## config.mk

```make
export PLATFORM = sky130hd
export DESIGN_NAME = axis2axi_in_sched
export DESIGN_NICKNAME = d
export VERILOG_FILES = /design/src/rtl/axis2axi_in_sched.sv
export SDC_FILE = /design/constraint.sdc
export NUM_CORES = 1
export LEC_CHECK = 0
export BUFFER_PORTS_ARGS = -buffer_cell sky130_fd_sc_hd__buf_4
export CORE_MARGIN = 5
export CORE_UTILIZATION = 45
export CTS_BUF_LIST = sky130_fd_sc_hd__clkbuf_2
export DETAILED_ROUTE_END_ITERATION = 7
export GPL_TIMING_DRIVEN = 0
export PLACE_DENSITY = 0.79
export REMOVE_ABC_BUFFERS = 1
export SETUP_SLACK_MARGIN = 0.1
export SLEW_MARGIN = 5
export SYNTH_ARGS = -nofsm -noshare
export SYNTH_HDL_FRONTEND = slang
export SYNTH_SLANG_ARGS = --single-unit
```

## constraint.sdc

```tcl
create_clock -name clk_i -period 3 [get_ports clk_i]
set_input_delay 0.3 -clock clk_i [delete_from_list [all_inputs] [get_ports clk_i]]
set_output_delay 0.3 -clock clk_i [all_outputs]
set_load 0.05 [all_outputs]
```

## src/rtl/axis2axi_in_sched.sv

```systemverilog
// rtl/axis2axi_in_sched.sv - descriptor scheduler that sequences one axis2axi_in write datapath
// Optional macro AXIS2AXI_IN_SCHED_TLAST_EN adds s_axis_last_i for early buffer termination.
module axis2axi_in_sched #(
    parameter int AXI_ADDR_W = 32,
    parameter int DATA_W     = 32,
    parameter int LEN_W      = 16,
    parameter int DESC_W     = 2
) (
    input  logic                  clk_i,
    input  logic                  cke_i,
    input  logic                  rst_i,
    input  logic                  desc_valid_i,
    output logic                  desc_ready_o,
    input  logic [AXI_ADDR_W-1:0] desc_addr_i,
    input  logic [LEN_W-1:0]      desc_len_i,
    input  logic [DATA_W-1:0]     s_axis_data_i,
    input  logic                  s_axis_valid_i,
`ifdef AXIS2AXI_IN_SCHED_TLAST_EN
    input  logic                  s_axis_last_i,
`endif
    output logic                  s_axis_ready_o,
    output logic [DATA_W-1:0]     m_axis_data_o,
    output logic                  m_axis_valid_o,
    input  logic                  m_axis_ready_i,
    output logic [AXI_ADDR_W-1:0] cfg_addr_o,
    output logic                  cfg_valid_o,
    input  logic                  cfg_ready_i,
    output logic                  done_o,
    output logic [LEN_W-1:0]      done_len_o,
    output logic [DESC_W:0]       pending_o,
    output logic                  err_o
);
    localparam int DEPTH = 2 ** DESC_W;
    localparam logic [DESC_W:0] FULL = (DESC_W + 1)'(DEPTH);

    typedef enum logic [1:0] {IDLE, CONFIG, STREAM, DRAIN} state_t;

    state_t                state;
    logic [AXI_ADDR_W-1:0] q_addr [DEPTH];
    logic [LEN_W-1:0]      q_len  [DEPTH];
    logic [DESC_W-1:0]     wr_ptr;
    logic [DESC_W-1:0]     rd_ptr;
    logic [DESC_W:0]       count;
    logic [LEN_W-1:0]      rem;
    logic [LEN_W-1:0]      cnt;
    logic                  drain_first;
    logic                  push;
    logic                  pop;
    logic                  beat;
    logic                  last_beat;

    assign desc_ready_o = (count != FULL);
    assign pending_o    = count;
    assign push         = desc_valid_i && desc_ready_o && (desc_len_i != '0);
    assign pop          = (state == DRAIN) && !drain_first && cfg_ready_i;

    assign m_axis_data_o  = s_axis_data_i;
    assign m_axis_valid_o = (state == STREAM) && s_axis_valid_i;
    assign s_axis_ready_o = (state == STREAM) && m_axis_ready_i;
    assign beat           = (state == STREAM) && s_axis_valid_i && m_axis_ready_i;
`ifdef AXIS2AXI_IN_SCHED_TLAST_EN
    assign last_beat = beat && ((rem == LEN_W'(1)) || s_axis_last_i);
`else
    assign last_beat = beat && (rem == LEN_W'(1));
`endif

    always_ff @(posedge clk_i) begin
        if (rst_i) begin
            wr_ptr <= '0;
            rd_ptr <= '0;
            count  <= '0;
            err_o  <= 1'b0;
        end else if (cke_i) begin
            if (push) begin
                q_addr[wr_ptr] <= desc_addr_i;
                q_len[wr_ptr]  <= desc_len_i;
                wr_ptr         <= wr_ptr + 1'b1;
            end
            if (pop) begin
                rd_ptr <= rd_ptr + 1'b1;
            end
            if (push && !pop) begin
                count <= count + 1'b1;
            end else if (pop && !push) begin
                count <= count - 1'b1;
            end
            if (desc_valid_i && (!desc_ready_o || desc_len_i == '0)) begin
                err_o <= 1'b1;
            end
        end
    end

    always_ff @(posedge clk_i) begin
        if (rst_i) begin
            state       <= IDLE;
            rem         <= '0;
            cnt         <= '0;
            drain_first <= 1'b0;
            cfg_addr_o  <= '0;
            cfg_valid_o <= 1'b0;
            done_o      <= 1'b0;
            done_len_o  <= '0;
        end else if (cke_i) begin
            done_o <= 1'b0;
            case (state)
                IDLE: begin
                    if (count != '0) begin
                        rem        <= q_len[rd_ptr];
                        cnt        <= '0;
                        cfg_addr_o <= q_addr[rd_ptr];
                        state      <= CONFIG;
                    end
                end
                CONFIG: begin
                    if (cfg_valid_o) begin
                        cfg_valid_o <= 1'b0;
                        state       <= STREAM;
                    end else if (cfg_ready_i) begin
                        cfg_valid_o <= 1'b1;
                    end
                end
                STREAM: begin
                    if (beat) begin
                        rem <= rem - 1'b1;
                        cnt <= cnt + 1'b1;
                    end
                    if (last_beat) begin
                        drain_first <= 1'b1;
                        state       <= DRAIN;
                    end
                end
                DRAIN: begin
                    // cfg_ready_i lags the final beat by a cycle, so skip the first look
                    if (drain_first) begin
                        drain_first <= 1'b0;
                    end else if (cfg_ready_i) begin
                        done_o     <= 1'b1;
                        done_len_o <= cnt;
                        state      <= IDLE;
                    end
                end
                default: state <= IDLE;
            endcase
        end
    end
endmodule

```

; ---- Word-level counts from Yosys, hierarchy flattened
; Memories as Yosys holds them, arrays and structs flattened. A register that Yosys moved wholly into a read port is not among the register bits.
; Index checks and enable logic that the tools add are counted.
[word_totals]
regBits = 61
ram_bits = 192
memories = 2
elab_cells = 90
input_bits = 87
[memory_table]
columns = memory, depth, width, rd, rd_clocked_by_memory_dff, write_ports, line_no
row1 = q_addr, 4, 32, 1, 1, 1, 39  ; logic [AXI_ADDR_W-1:0] q_addr [DEPTH];
row2 = q_len, 4, 16, 1, 1, 1, 40  ; logic [LEN_W-1:0] q_len [DEPTH];
[classes]
reduce_logical = 33
n_addsub = 6
mux = 26
n_eq_ne = 11
bitwise = 1
[ops]
columns = operator, n
row1 = $mux 16, 4
row2 = $pmux 16 s2, 2
row3 = $add 16x1->16 const B, 1
row4 = $eq 16x1->1 const B, 1
row5 = $logic_not 16->1, 1
row6 = $reduce_bool 16->1, 1
row7 = $sub 16x1->16 const B, 1
row8 = $mux 2, 7
row9 = $ne 2x2->1 const B, 6
row10 = $logic_and 1x1->1, 11
row11 = $reduce_and 2->1, 5
row12 = $mux 1, 9
row13 = $pmux 2 s4, 1
row14 = $reduce_and 4->1, 2
row15 = $mux 3, 2
row16 = $reduce_and 3->1, 2
row17 = $reduce_and 6->1, 1
row18 = $reduce_bool 2->1, 3
row19 = $add 2x1->2 const B, 2
row20 = $eq 2x2->1 const B, 2
row21 = $logic_not 1->1, 4
row22 = $add 3x1->3 const B, 1
row23 = $ne 3x3->1 const B, 1
row24 = $reduce_bool 3->1, 1
row25 = 6 further kinds, 6

; ---- Longest topological paths before layout
[logic_depth]
word_depth = 7
ltp_mapped = 10
ltp_nobuf = 10

; ---- Worst setup path after synthesis
; No wires, ideal clock.
[synth_timing]
kind = register to register
start = register count[0] (netlist: pending_o[0])
end = memory q_addr[1][0], enable pin
slack_ps = -178
t_arrival_ps = 2768
period_less_slack_ps = 3178
n_path_buf = 0
t_required_ps = 2589
stages_incl_launch_ff = 5
setup_time_ps = 411
path_cell_list = dfxtp_1 -> nor2_1 -> and2_1 -> nor3_1 -> and3_1
[synth_via]
elab_chain_cells = 7
[synth_rtl]
columns = element, line_no
row1 = "start, declared", 43  ; logic [DESC_W:0] count;
row2 = "start signal, assigned", 83  ; count <= count + 1'b1;
row3 = "start signal, assigned", 85  ; count <= count - 1'b1;
row4 = $ne 3x3->1, 52  ; assign desc_ready_o = (count != FULL);
row5 = $logic_and 1x1->1 (2 in series), 54  ; assign push = desc_valid_i && desc_ready_o && (desc_len_i != '0);
row6 = $mux 1, 74  ; if (push) begin
row7 = $mux 1, 73  ; end else if (cke_i) begin
row8 = $mux 1, 68  ; if (rst_i) begin
row9 = $mux 1 (implied by the code), 75  ; q_addr[wr_ptr] <= desc_addr_i;
row10 = "end, declared", 39
; No other way between the ends.

; ---- Worst setup path after layout
[layout_timing]
start = input cke_i
end = memory q_addr[0][10], enable pin
[layout_via]
elab_chain_cells = 3
[layout_rtl]
columns = element, line_no
row1 = "start, declared", 10  ; input logic cke_i,
row2 = $mux 1, 73
row3 = $mux 1, 68
row4 = $mux 1 (implied by the code), 75
; No other way between the ends.

==> flow_summary.json <==
{
  "place_area_um2": 12600,
  "overflow": 0,
  "min_period_over_period": 0.924,
  "min_path_type": "in -> reg",
  "antenna_found_initial": 1,
  "final_max_slew_viol_count": 0,
  "start_util": 0.459,
  "core_um2": 25300,
  "rows": 58,
  "setup_ws_ns": 0.229,
  "critical_path.endpoint": "q_addr[0][10]$_DFFE_PP_",
  "r2r_cells": 6,
  "cts_sinks": 287,
  "grt_pass1_wl_um": 42000,
  "yosysSeqAreaShare": 0.659,
  "ys_ff_latch": 287,
  "final_cell_mix": "edfxtp_1, nand2_1, buf_4",
  "final_common_cell": "edfxtp_1",
  "h-tree-depth": 3,
  "max_freq_mhz": 361,
  "routed_wl_um": 26300,
  "ys_types": 71,
  "cp-start-kind": "input port",
  "final.min_clock_period_ns": 2.77,
  "worstPathArrival_ns": 3.25,
  "cts_made_buffers": 72,
  "io_buffer_count": 111,
  "drtIter0Drc": 373,
  "slew_headroom": 0.223,
  "layout.cells.non_filler": 1391,
  "r2r_slack_ns": 0.25,
  "first_global_vias": 7819,
  "die_h_um": 171,
  "status": "completed",
  "grt_start_max_net_pins": 83,
  "critPathKind": "in -> reg",
  "yosysWarnings": 0,
  "cts_setup_buffers": 0,
  "cts_tree": "done",
  "hold_path_startpoint": "m_axis_ready_i",
  "rsz0062_at_grt": "yes",
  "skew_ns": 0.0735,
  "dpl.hpwl_um": 16800,
  "synth_flop_cell": "edfxtp_1",
  "finalSetupViolCount": 0,
  "wl_per_cell_um": 18.9,
  "fillCellCount": 2057,
  "worstMarginPinSlew_ns": 1.16,
  "dp_cells": 1205,
  "vias": 7482,
  "postSynthAreaPerCell_um2": 14.0,
  "dr.pass1.iters": 5,
  "syn_inst": 832,
  "startpoint": "cke_i",
  "hold_viol_final": 0,
  "cts_buffer_depth": 3,
  "leakage_nw": 4.82,
  "area_growth_pct": 19.5,
  "cts-root-buf": "clkbuf_2",
  "path_max_fanout": 18,
  "mappedNetlistArea_um2": 11600,
  "async_reset_ff_frac": 0,
  "powerDensity_nw_per_um2": 599,
  "ios": 176,
  "gp_congestion": 0.812,
  "clk_pin_slew_ns": 0.11,
  "vias_per_cell": 5.38,
  "reg2reg_from": "pending_o[0]$_SDFFE_PP0P_",
  "route.detailed.drc": 0,
  "preCtsSetupSlack_ns": 0.172,
  "final_nets": 1105,
  "dieArea_um2": 29200,
  "synth_edf_count": 192,
  "cp-end-kind": "flop",
  "grt_use_total": 0.184,
  "ant_nets": 0,
  "vdd_drop_max_mv": 0.348,
  "clk-insertion-delay-late_ns": 0.83,
  "die_w_um": 171,
  "fin_area_um2": 13900,
  "cp_data_required_time_ns": 3.48,
  "maxCapViolCount": 0,
  "drive_gt1_frac": 0.290,
  "r2r-end": "q_addr[0][10]$_DFFE_PP_"
}
-- cell type report --
| type | instances | area (µm²) | area share |
|---|---|---|---|
| diodes | 1 | 2.50 | 0.000180 |
| clock buffers | 103 | 515 | 0.0371 |
| clock inverters | 27 | 174 | 0.0125 |
| inverters | 20 | 78.8 | 0.00567 |
| multi-input cells | 447 | 3450 | 0.248 |
| flip-flops and latches | 287 | 7670 | 0.552 |
| well taps | 330 | 413 | 0.0297 |
| repair buffers | 175 | 1590 | 0.114 |
| repair inverters | 1 | 5.00 | 0.000360 |
-- synthesized netlist by cell type (all sizes together), types with 3 or more instances --
library cell	number	share of area
o41ai	3	0.0029
dfxtp	95	0.16
a21oi	81	0.035
nand2	119	0.038
xnor2	5	0.0038
mux4	45	0.087
a31o	3	0.0023
nor2	20	0.0065
o211ai	3	0.0028
edfxtp	192	0.50
nor2b	5	0.0027
a211oi	5	0.0041
or4	12	0.0081
o32ai	5	0.0038
buf	48	0.029
and3	5	0.0028
nor3b	3	0.0019
inv	20	0.0065
and4	5	0.0038
o31ai	9	0.0058
or3	5	0.0027
nand3	10	0.0043
nor3	8	0.0034
nor4	8	0.0056
and2	5	0.0027
nand4	8	0.0043
o2111ai	3	0.0028
o21ai	12	0.0052
clkbuf	30	0.0097
mux2i	8	0.0069
ha	13	0.014
a22oi	4	0.0026
-- cells by family after synthesis --
family          synth area share
xor+xnor                 0.00527
compound gates            0.0866
simple gates              0.0930
buf+inv                   0.0449
mux                       0.0950
fa+ha+maj                 0.0157
flops                      0.659
-- metrics by stage --
step                      total power, mW   util  hold slack (ns)  setup TNS (ns)
after floorplan                      5.25      -            0.365          -34.23
after global placement               5.62  0.491            0.440         -176.44
after detailed placement             5.68  0.499            0.441               0
after CTS                            8.41  0.548           0.0231               0
after global routing                 8.77  0.548           0.0764               0
final                                8.32  0.548            0.112               0
-- power by group --
part | internal (mW) | switching, mW
Sequential | 4.34 | 0.116
Combinational | 0.445 | 0.758
Clock | 1.11 | 1.54
Total | 5.90 | 2.42
-- layer usage --
| metal | global-route usage | part of all wire | up-vias |
|---|---|---|---|
| li1 | - | - | 3524 |
| met1 | 0.234 | 0.42 | 3673 |
| met2 | 0.301 | 0.49 | 242 |
| met3 | 0.0557 | 0.074 | 43 |
| met4 | 0.0625 | 0.019 | 0 |
| met5 | 0.0151 | 0 | - |
-- registers in the layout, summed over array words and instances, names as in the netlist, named ones only --
register and count:
q_addr 128, done_len_o 16, rd_ptr 2, cfg_valid_o 1, cnt 16, cfg_addr_o 32, done_o 1, rem 16
wr_ptr 2, state 2, drain_first 1, q_len 64, err_o 1, pending_o 3
-- timing repair --
| item | in CTS | in global routing |
|---|---|---|
| hold buffers | 54 | 0 |
| hold endpoints to repair | 205 | 0 |
| setup endpoints to repair | 0 | 29 |
| gates resized for setup | 0 | 2 |
-- how the worst min path moves through the flow --
stage	cells past startpoint	slack, ns	end
2_1_floorplan	1	0.36	rem[11]$_SDFFE_PP0P_
3_3_place_gp	2	0.44	err_o$_SDFFE_PP0P_
3_5_place_dp	2	0.44	err_o$_SDFFE_PP0P_
4_1_cts	4	0.02	state[1]$_SDFFE_PP0P_
5_1_grt	3	0.08	drain_first$_SDFFE_PP0P_
6_report	3	0.11	drain_first$_SDFFE_PP0P_
-- critical path, cell delays in order --
cell and delay [ns]:
dlygate4sd3_1 0.53, buf_4 0.23, nand2_1 0.08, dlygate4sd3_1 0.58, nor3_1 0.48, and3_2 0.60, buf_16 0.23, buf_16 0.18
Power figures use the tool's default switching activity.
